<file path="src/rtl/wb_scoreboard_if.sv">
// Shared types and the issue/writeback/regfile bundle of the writeback scoreboard.
package wb_scoreboard_pkg;
  localparam int unsigned ADDR_W = 5;
  localparam int unsigned WORD_W = 32;
  localparam int unsigned NREG   = 32;

  typedef logic [ADDR_W-1:0] addr_t;
  typedef logic [WORD_W-1:0] word_t;

  typedef struct packed {
    addr_t addr;
    word_t data;
  } wb_req_t;
endpackage

interface wb_scoreboard_if;
  import wb_scoreboard_pkg::*;

  logic  issue_valid;
  addr_t issue_rs1;
  addr_t issue_rs2;
  addr_t issue_rd;
  logic  issue_rd_en;
  logic  issue_ready;

  logic  wb0_valid;
  addr_t wb0_addr;
  word_t wb0_data;
  logic  wb0_ready;
  logic  wb1_valid;
  addr_t wb1_addr;
  word_t wb1_data;
  logic  wb1_ready;

  logic  rd_en;
  addr_t rd_addr;
  word_t rd_data;

  word_t rf_rs1_data;
  word_t rf_rs2_data;
  word_t rs1_data;
  word_t rs2_data;

  logic  busy;

  // Scoreboard side.
  modport slave (
    input  issue_valid, issue_rs1, issue_rs2, issue_rd, issue_rd_en,
    output issue_ready,
    input  wb0_valid, wb0_addr, wb0_data, wb1_valid, wb1_addr, wb1_data,
    output wb0_ready, wb1_ready,
    output rd_en, rd_addr, rd_data,
    input  rf_rs1_data, rf_rs2_data,
    output rs1_data, rs2_data,
    output busy
  );

  // Decode, writeback sources and register file side.
  modport master (
    output issue_valid, issue_rs1, issue_rs2, issue_rd, issue_rd_en,
    input  issue_ready,
    output wb0_valid, wb0_addr, wb0_data, wb1_valid, wb1_addr, wb1_data,
    input  wb0_ready, wb1_ready,
    input  rd_en, rd_addr, rd_data,
    output rf_rs1_data, rf_rs2_data,
    input  rs1_data, rs2_data,
    input  busy
  );
endinterface

</file>
<file path="src/rtl/wb_scoreboard.sv">
// Register-file write scoreboard: RAW/WAW issue stall plus round-robin writeback arbitration.
// Optional macro WB_BYPASS_EN forwards the write in progress to the hazard check and operands.
module wb_scoreboard
  import wb_scoreboard_pkg::*;
#(
  parameter int unsigned NSRC       = 2,
  parameter int unsigned RESET_PRIO = 0
) (
  input logic            clk,
  input logic            reset,
  wb_scoreboard_if.slave sb
);

  logic [NREG-1:0] pending_q, pending_d;
  logic            prio_q, prio_d;

  logic [NSRC-1:0] gnt_c;
  wb_req_t         win_c;
  logic            wr_en_c;
  logic [NREG-1:0] clr_c, set_c, chk_c;
  logic            hazard_c, ready_c, fire_c;

  // Round-robin grant; a lone valid source always wins.
  always_comb begin
    gnt_c = '0;
    if (!reset) begin
      if (sb.wb0_valid && (!sb.wb1_valid || (prio_q == 1'b0))) begin
        gnt_c[0] = 1'b1;
      end else if (sb.wb1_valid) begin
        gnt_c[1] = 1'b1;
      end
    end
    win_c   = gnt_c[1] ? '{addr: sb.wb1_addr, data: sb.wb1_data}
                       : '{addr: sb.wb0_addr, data: sb.wb0_data};
    wr_en_c = (|gnt_c) && (win_c.addr != '0);
  end

  // Hazard check and pending-bit update; a set beats a clear of the same bit.
  always_comb begin
    clr_c = wr_en_c ? (NREG'(1) << win_c.addr) : '0;
`ifdef WB_BYPASS_EN
    chk_c = pending_q & ~clr_c;
`else
    chk_c = pending_q;
`endif
    hazard_c = ((sb.issue_rs1 != '0) && chk_c[sb.issue_rs1]) ||
               ((sb.issue_rs2 != '0) && chk_c[sb.issue_rs2]) ||
               (sb.issue_rd_en && (sb.issue_rd != '0) && chk_c[sb.issue_rd]);
    ready_c  = !reset && !hazard_c;
    fire_c   = sb.issue_valid && ready_c && sb.issue_rd_en && (sb.issue_rd != '0);
    set_c    = fire_c ? (NREG'(1) << sb.issue_rd) : '0;

    pending_d    = (pending_q & ~clr_c) | set_c;
    pending_d[0] = 1'b0;
    prio_d       = (|gnt_c) ? gnt_c[0] : prio_q;
  end

  always_ff @(posedge clk) begin
    if (reset) begin
      pending_q <= '0;
      prio_q    <= 1'(RESET_PRIO);
    end else begin
      pending_q <= pending_d;
      prio_q    <= prio_d;
    end
  end

  assign sb.issue_ready = ready_c;
  assign sb.wb0_ready   = gnt_c[0];
  assign sb.wb1_ready   = gnt_c[1];
  assign sb.rd_en       = wr_en_c;
  assign sb.rd_addr     = (|gnt_c) ? win_c.addr : '0;
  assign sb.rd_data     = (|gnt_c) ? win_c.data : '0;
  assign sb.busy        = !reset && (|pending_q);

`ifdef WB_BYPASS_EN
  assign sb.rs1_data = (wr_en_c && (sb.issue_rs1 != '0) && (win_c.addr == sb.issue_rs1))
                       ? win_c.data : sb.rf_rs1_data;
  assign sb.rs2_data = (wr_en_c && (sb.issue_rs2 != '0) && (win_c.addr == sb.issue_rs2))
                       ? win_c.data : sb.rf_rs2_data;
`else
  assign sb.rs1_data = sb.rf_rs1_data;
  assign sb.rs2_data = sb.rf_rs2_data;
`endif

endmodule

</file>
<file path="src/flat_wrapper.sv">
// flat-port wrapper written by rule: the top's interface ports become plain ports
module wb_scoreboard_flat import wb_scoreboard_pkg::*;
#(
  parameter int unsigned NSRC       = 2,
  parameter int unsigned RESET_PRIO = 0
)
  (clk, reset, sb_issue_valid, sb_issue_rs1, sb_issue_rs2, sb_issue_rd, sb_issue_rd_en, sb_issue_ready, sb_wb0_valid, sb_wb0_addr, sb_wb0_data, sb_wb1_valid, sb_wb1_addr, sb_wb1_data, sb_wb0_ready, sb_wb1_ready, sb_rd_en, sb_rd_addr, sb_rd_data, sb_rf_rs1_data, sb_rf_rs2_data, sb_rs1_data, sb_rs2_data, sb_busy);
  wb_scoreboard_if sb_i ();
  input logic clk;
  input logic reset;
  input wire logic [$bits(sb_i.issue_valid)-1:0] sb_issue_valid;
  input wire logic [$bits(sb_i.issue_rs1)-1:0] sb_issue_rs1;
  input wire logic [$bits(sb_i.issue_rs2)-1:0] sb_issue_rs2;
  input wire logic [$bits(sb_i.issue_rd)-1:0] sb_issue_rd;
  input wire logic [$bits(sb_i.issue_rd_en)-1:0] sb_issue_rd_en;
  output wire logic [$bits(sb_i.issue_ready)-1:0] sb_issue_ready;
  input wire logic [$bits(sb_i.wb0_valid)-1:0] sb_wb0_valid;
  input wire logic [$bits(sb_i.wb0_addr)-1:0] sb_wb0_addr;
  input wire logic [$bits(sb_i.wb0_data)-1:0] sb_wb0_data;
  input wire logic [$bits(sb_i.wb1_valid)-1:0] sb_wb1_valid;
  input wire logic [$bits(sb_i.wb1_addr)-1:0] sb_wb1_addr;
  input wire logic [$bits(sb_i.wb1_data)-1:0] sb_wb1_data;
  output wire logic [$bits(sb_i.wb0_ready)-1:0] sb_wb0_ready;
  output wire logic [$bits(sb_i.wb1_ready)-1:0] sb_wb1_ready;
  output wire logic [$bits(sb_i.rd_en)-1:0] sb_rd_en;
  output wire logic [$bits(sb_i.rd_addr)-1:0] sb_rd_addr;
  output wire logic [$bits(sb_i.rd_data)-1:0] sb_rd_data;
  input wire logic [$bits(sb_i.rf_rs1_data)-1:0] sb_rf_rs1_data;
  input wire logic [$bits(sb_i.rf_rs2_data)-1:0] sb_rf_rs2_data;
  output wire logic [$bits(sb_i.rs1_data)-1:0] sb_rs1_data;
  output wire logic [$bits(sb_i.rs2_data)-1:0] sb_rs2_data;
  output wire logic [$bits(sb_i.busy)-1:0] sb_busy;
  assign sb_i.issue_valid = sb_issue_valid;
  assign sb_i.issue_rs1 = sb_issue_rs1;
  assign sb_i.issue_rs2 = sb_issue_rs2;
  assign sb_i.issue_rd = sb_issue_rd;
  assign sb_i.issue_rd_en = sb_issue_rd_en;
  assign sb_issue_ready = sb_i.issue_ready;
  assign sb_i.wb0_valid = sb_wb0_valid;
  assign sb_i.wb0_addr = sb_wb0_addr;
  assign sb_i.wb0_data = sb_wb0_data;
  assign sb_i.wb1_valid = sb_wb1_valid;
  assign sb_i.wb1_addr = sb_wb1_addr;
  assign sb_i.wb1_data = sb_wb1_data;
  assign sb_wb0_ready = sb_i.wb0_ready;
  assign sb_wb1_ready = sb_i.wb1_ready;
  assign sb_rd_en = sb_i.rd_en;
  assign sb_rd_addr = sb_i.rd_addr;
  assign sb_rd_data = sb_i.rd_data;
  assign sb_i.rf_rs1_data = sb_rf_rs1_data;
  assign sb_i.rf_rs2_data = sb_rf_rs2_data;
  assign sb_rs1_data = sb_i.rs1_data;
  assign sb_rs2_data = sb_i.rs2_data;
  assign sb_busy = sb_i.busy;
  wb_scoreboard #(.NSRC(NSRC), .RESET_PRIO(RESET_PRIO)) u_core (.clk(clk), .reset(reset), .sb(sb_i));
endmodule
</file>
<file path="config.mk">
export PLATFORM = sky130hd
export DESIGN_NAME = wb_scoreboard_flat
export DESIGN_NICKNAME = d
export VERILOG_FILES = /design/src/rtl/wb_scoreboard_if.sv /design/src/rtl/wb_scoreboard.sv /design/src/flat_wrapper.sv
export SDC_FILE = /design/constraint.sdc
export NUM_CORES = 1
export LEC_CHECK = 0
export ABC_AREA = 1
export CORE_MARGIN = 8
export CORE_UTILIZATION = 37
export CTS_CLUSTER_SIZE = 8
export DETAILED_ROUTE_END_ITERATION = 6
export PLACE_DENSITY = 0.83
export SLEW_MARGIN = 0
export SYNTH_ARGS = -nofsm -noshare
export SYNTH_HDL_FRONTEND = slang
export SYNTH_SLANG_ARGS = --single-unit
</file>
<file path="constraint.sdc">
create_clock -name clk -period 2.4 [get_ports clk]
set_input_delay 0.48 -clock clk [delete_from_list [all_inputs] [get_ports clk]]
set_output_delay 0.48 -clock clk [all_outputs]
set_load 0.01 [all_outputs]
</file>
# Word-level counts from Yosys, hierarchy flattened
# Cells that the tools add are included.
# word_totals
regBits,33
latchBits,0
mem_bits_rw,0
romBits,0
in_bits,159
out_inout_bits,106
wordCells,50
memories,0
# op_classes
addsub,0
multipliers,0
n_div,0
n_lt_le_gt_ge,3
eq_ne,0
n_shift,2
muxes,15
n_bitwise,4
n_reduce_logical,23
# ops
operator,n
$mux W32,3
$shl A1 B5 Y32 const A,2
$mux W37,1
$and A32 B32 Y32,1
$not A32 Y32,1
$or A32 B32 Y32,1
$reduce_or A32 Y1,1
$reduce_bool A5 Y1,4
$lt A5 B6 Y1 const B,3
$bmux W1 S5,3
$logic_and A1 B1 Y1,11
$mux W1,6
$mux W5,1
$logic_not A1 Y1,3
$logic_or A1 B1 Y1,3
$mux W2,1
$reduce_or A2 Y1,1
$not A1 Y1,1

# Longest topological paths before layout
# Gate-level depths: netlist of the first run.
# logic_depth
depth_word,12
depth_mapped,15
mapped_depth_nobuf,14

# Worst setup path after synthesis of the first run
# Ideal clock, no wire load.
# synth_timing
kind,input to output
startpoint,input reset
endpoint,output sb_rd_en
arrival_time_ps,1663
required_ps,1920
setup_slack_ps,257
stages,10
n_path_buf,3
path_cell_list,buf_6 inv_4 nand3_4 buf_6 o21ai_0 inv_1 nor2_2 inv_1 buf_2 o21ai_0
# synth_between
elab_chain_len,4
elab_cells_between_ends,5
cone_classes,mux: 2; reduce/logical: 3
# synth_lines
item,line,text
"start, declared",flat_wrapper.sv:10,input logic reset;
$mux W2 (*),wb_scoreboard.sv:26,if (!reset) begin
$mux W37,wb_scoreboard.sv:33,"win_c = gnt_c[1] ? '{addr: sb.wb1_addr, data: sb.wb1_data}"
$reduce_bool A5 Y1,wb_scoreboard.sv:35,wr_en_c = (|gnt_c) && (win_c.addr != '0);
$logic_and A1 B1 Y1 (*),wb_scoreboard.sv:35,
"end, declared",flat_wrapper.sv:25,output wire logic [$bits(sb_i.rd_en)-1:0] sb_rd_en;
# Mark *: on every way between the ends. The rest lies on a longest branch, timed or not.

# Final worst setup path of the first run
# layout_timing
startpoint,input sb_issue_rs1[2]
endpoint,output sb_issue_ready
# layout_between
elab_chain_len,7
elab_cells_between_ends,8
cone_classes,mux: 2; reduce/logical: 6
# layout_lines
item,line,text
"start, declared",flat_wrapper.sv:12,input wire logic [$bits(sb_i.issue_rs1)-1:0] sb_issue_rs1;
$bmux W1 S5,wb_scoreboard.sv:46,hazard_c = ((sb.issue_rs1 != '0) && chk_c[sb.issue_rs1]) ||
$mux W1 (not written as such),wb_scoreboard.sv:46,
$logic_and A1 B1 Y1 (*),wb_scoreboard.sv:46,
$logic_or A1 B1 Y1 (*),wb_scoreboard.sv:46,
$logic_or A1 B1 Y1 (*),wb_scoreboard.sv:47,((sb.issue_rs2 != '0) && chk_c[sb.issue_rs2]) ||
$logic_not A1 Y1 (*),wb_scoreboard.sv:49,ready_c = !reset && !hazard_c;
$logic_and A1 B1 Y1 (*),wb_scoreboard.sv:49,
"end, declared",flat_wrapper.sv:16,output wire logic [$bits(sb_i.issue_ready)-1:0] sb_issue_ready;
# Mark *: on every way between the ends. The rest lies on a longest branch, timed or not. The select of a mux whose other input is x is not followed.

==> flow_summary.ini, run 1 <==
[sta]
hold_viol_final = 0
period_share = 0.988
min_period_ps = 2370
drv_slew = 0
max_freq_mhz = 422
tightest_slew_ps = 372
slew_headroom = 0.751
setup_viol = 0
rsz0062_at_grt = true
hold_ws_ps = 486
final.setup_skew_ps = 5.24

[final_layout]
drive_gt1_frac = 0.195
fin_nets = 974
fillers = 1027
fin_util = 0.533
area.growth.synth_to_final_pct = 40.0
antennaDiodeCount = 0

[route]
wl_microns = 17900
drcViolationCount = 0
wl_per_cell_microns = 18.8
dr.pass1.iters = 5
via_per_inst = 5.33
antenna_left = 0
drt_iter0_markers = 568
num_vias = 5077

[floorplanning]
start_util = 0.381
die_w_microns = 119
io_pins = 265
coreArea_sq_mm = 0.0103
std_cell_rows = 37
fp.dieH_microns = 119
design.die.area_sq_mm = 0.0142

[place]
dp_hpwl_microns = 14100
port_buffers = 136
gp_congestion = 0.978

[global_routing]
grt_use_met2 = 0.402
gr-usage-all-layers = 0.244
use_met1 = 0.283
grt_max_degree = 32
busiest_layer = met2
antenna_found_initial = 0
grt_pass1_vias = 5020
grtUsageMet3 = 0.0916
grt_first_pass_wirelength_microns = 27600
gr-total-overflow = 0

[run]
cap_violations = 0

[critical_path]
start_kind = input pin
endpoint_kind = output port
worstSetupPathType = in2out
arrival_ps = 1890
cp.required_ps = 1920
crit_fanout = 5

[clocking]
cts_buffers = 5
clock_sinks = 32
path_clk_slew_ps = 60
clock-root-buffer = clkbuf_8
clk-insertion-delay-late_ps = 290
cts_tree = done
clk_path_buf_depth = 2
postCtsHoldBufs = 0
cts_max_level = 2

[yosys]
ys_seq_elements = 32
ys_warn_count = 0
synth_top_area_cell = dfxtp_1
synth_top_area_share = 0.163
synth_area_leaders = dfxtp_1 16%, nand2_1 15%, buf_4 13%
synth_nets = 861
ys_seq_area_frac = 0.163
syn_area_sq_mm = 0.00393
syn_avg_cell_area_sq_um = 5.60
netlist_instances = 702
yosysUniqueCellTypes = 32

[min_path]
worstHoldPathType = reg2reg

[power_and_ir_drop]
vdd_ir_drop_max_uv = 187
powerDensity_mw_per_mm2 = 318
p_leak_uw = 0.00248

[status]
status = finished, final reports clean
cell usage after synthesis (all sizes together):
cell	number
o21ai	45
a21oi	69
clkbuf	19
nor4	11
nand4	5
nand3	90
o211ai	3
clkinv	3
inv	49
nor3	1
dfxtp	32
or2	2
buf	83
nand2	164
nor2	125
nand3b	1
cells in the final DEF (no fill, tap or decap), types with 2 or more instances in the layout:
cell,synthesis,routed
a21oi_2,10,13
nand3_1,88,88
dlygate4sd2_1,0,23
nor2_1,120,113
clkbuf_8,0,6
buf_2,10,2
nor4_2,0,3
clkdlybuf4s15_1,0,5
bufbuf_16,0,2
buf_12,0,4
clkbuf_2,0,13
buf_4,66,62
clkinv_2,0,4
buf_6,6,5
nor4_1,11,8
nor2_2,4,9
dfxtp_1,32,32
nand2_2,1,3
o21ai_2,11,12
inv_2,3,5
dlymetal6s2s_1,0,3
o21ai_0,32,31
o211ai_1,3,3
nand2_1,162,160
clkdlybuf4s15_2,0,5
a21oi_1,59,56
inv_1,44,42
nor2_4,1,3
nand4_1,5,5
clkdlybuf4s50_1,0,83
path summary, 6_finish.rpt:
kind | startpoint | to | slack (ps) | cells past startpoint
setup / recovery | sb_issue_rs1[2] | sb_issue_ready | 30 | 10
hold / removal | u_core.prio_q$_SDFFE_PP0P_ | u_core.prio_q$_SDFFE_PP0P_ | 490 | 2
setup reg to reg | u_core.chk_c[3]$_SDFF_PP0_ | u_core.chk_c[6]$_SDFF_PP0_ | 380 | 14
hold reg to reg | u_core.prio_q$_SDFFE_PP0P_ | u_core.prio_q$_SDFFE_PP0P_ | 490 | 2
area by class of cell:
cell class	count	area (sq um)	area share
clock inverter	2	10.0	0.00182
sequential	32	641	0.116
multi-input combinational	516	2460	0.447
clock buffer	6	82.6	0.0150
timing repair buffer	208	1930	0.352
tap	136	170	0.0309
inverter	52	205	0.0373
logic make-up after synthesis:
| group | count (synthesis) | synth area share |
|---|---|---|
| buf+inv | 154 | 0.229 |
| compound gates | 117 | 0.174 |
| flops | 32 | 0.163 |
| simple gates | 399 | 0.434 |
power by group:
group / internal (uW) / switching, uW
clock network: 229 / 207
registers: 534 / 3.01
logic: 370 / 405
what timing repair did:
action	in CTS	in global routing
resized for setup	96	38
cloned	2	0
pin swaps	2	4
setup endpoints to repair	41	24
buffers inserted	2	0
flip-flops by register name, indices dropped and copies added (netlist names):
| signal | flops |
|---|---|
| u_core.chk_c | 31 |
| u_core.prio_q | 1 |
critical path, cell delays in order:
cell,delay (ps)
clkdlybuf4s50_1,490
inv_1,100
a21oi_1,150
nand3_1,90
nand3b_1,90
nand2_1,50
nand2_1,70
nand3_2,110
nor2_4,140
buf_6,120
stage by stage:
stage | cells | setup WS [ps] | setup TNS [ps] | power [uW] | area, sq um
after detailed placement | 941 | -643 | -22480 | 1320 | 5330
after global routing | 952 | -42.0 | -42.0 | 1840 | 5500
after global placement | 941 | -621 | -21240 | 1320 | 5330
after floorplan | 702 | 257 | 0 | 991 | 3930
after CTS | 952 | -77.8 | -77.8 | 1740 | 5530
final | 952 | 28.8 | 0 | 1750 | 5500
layer usage:
layer,share of wire,up-vias
li1,-,2445
met1,0.38,2263
met2,0.47,312
met3,0.12,57
met4,0.033,0
met5,0,-
Power figures use the tool's default switching activity.
==> run 2, diff against run 1 <==
--- a/config.mk
+++ b/config.mk
@@ -6,6 +6,7 @@
 export NUM_CORES = 1
 export LEC_CHECK = 0
 export ABC_AREA = 1
+export CAP_MARGIN = 20
 export CORE_MARGIN = 8
 export CORE_UTILIZATION = 37
 export CTS_CLUSTER_SIZE = 8
==> results of run 2 <==
No change in the layout: final DEF, timing and power equal those of run 1.
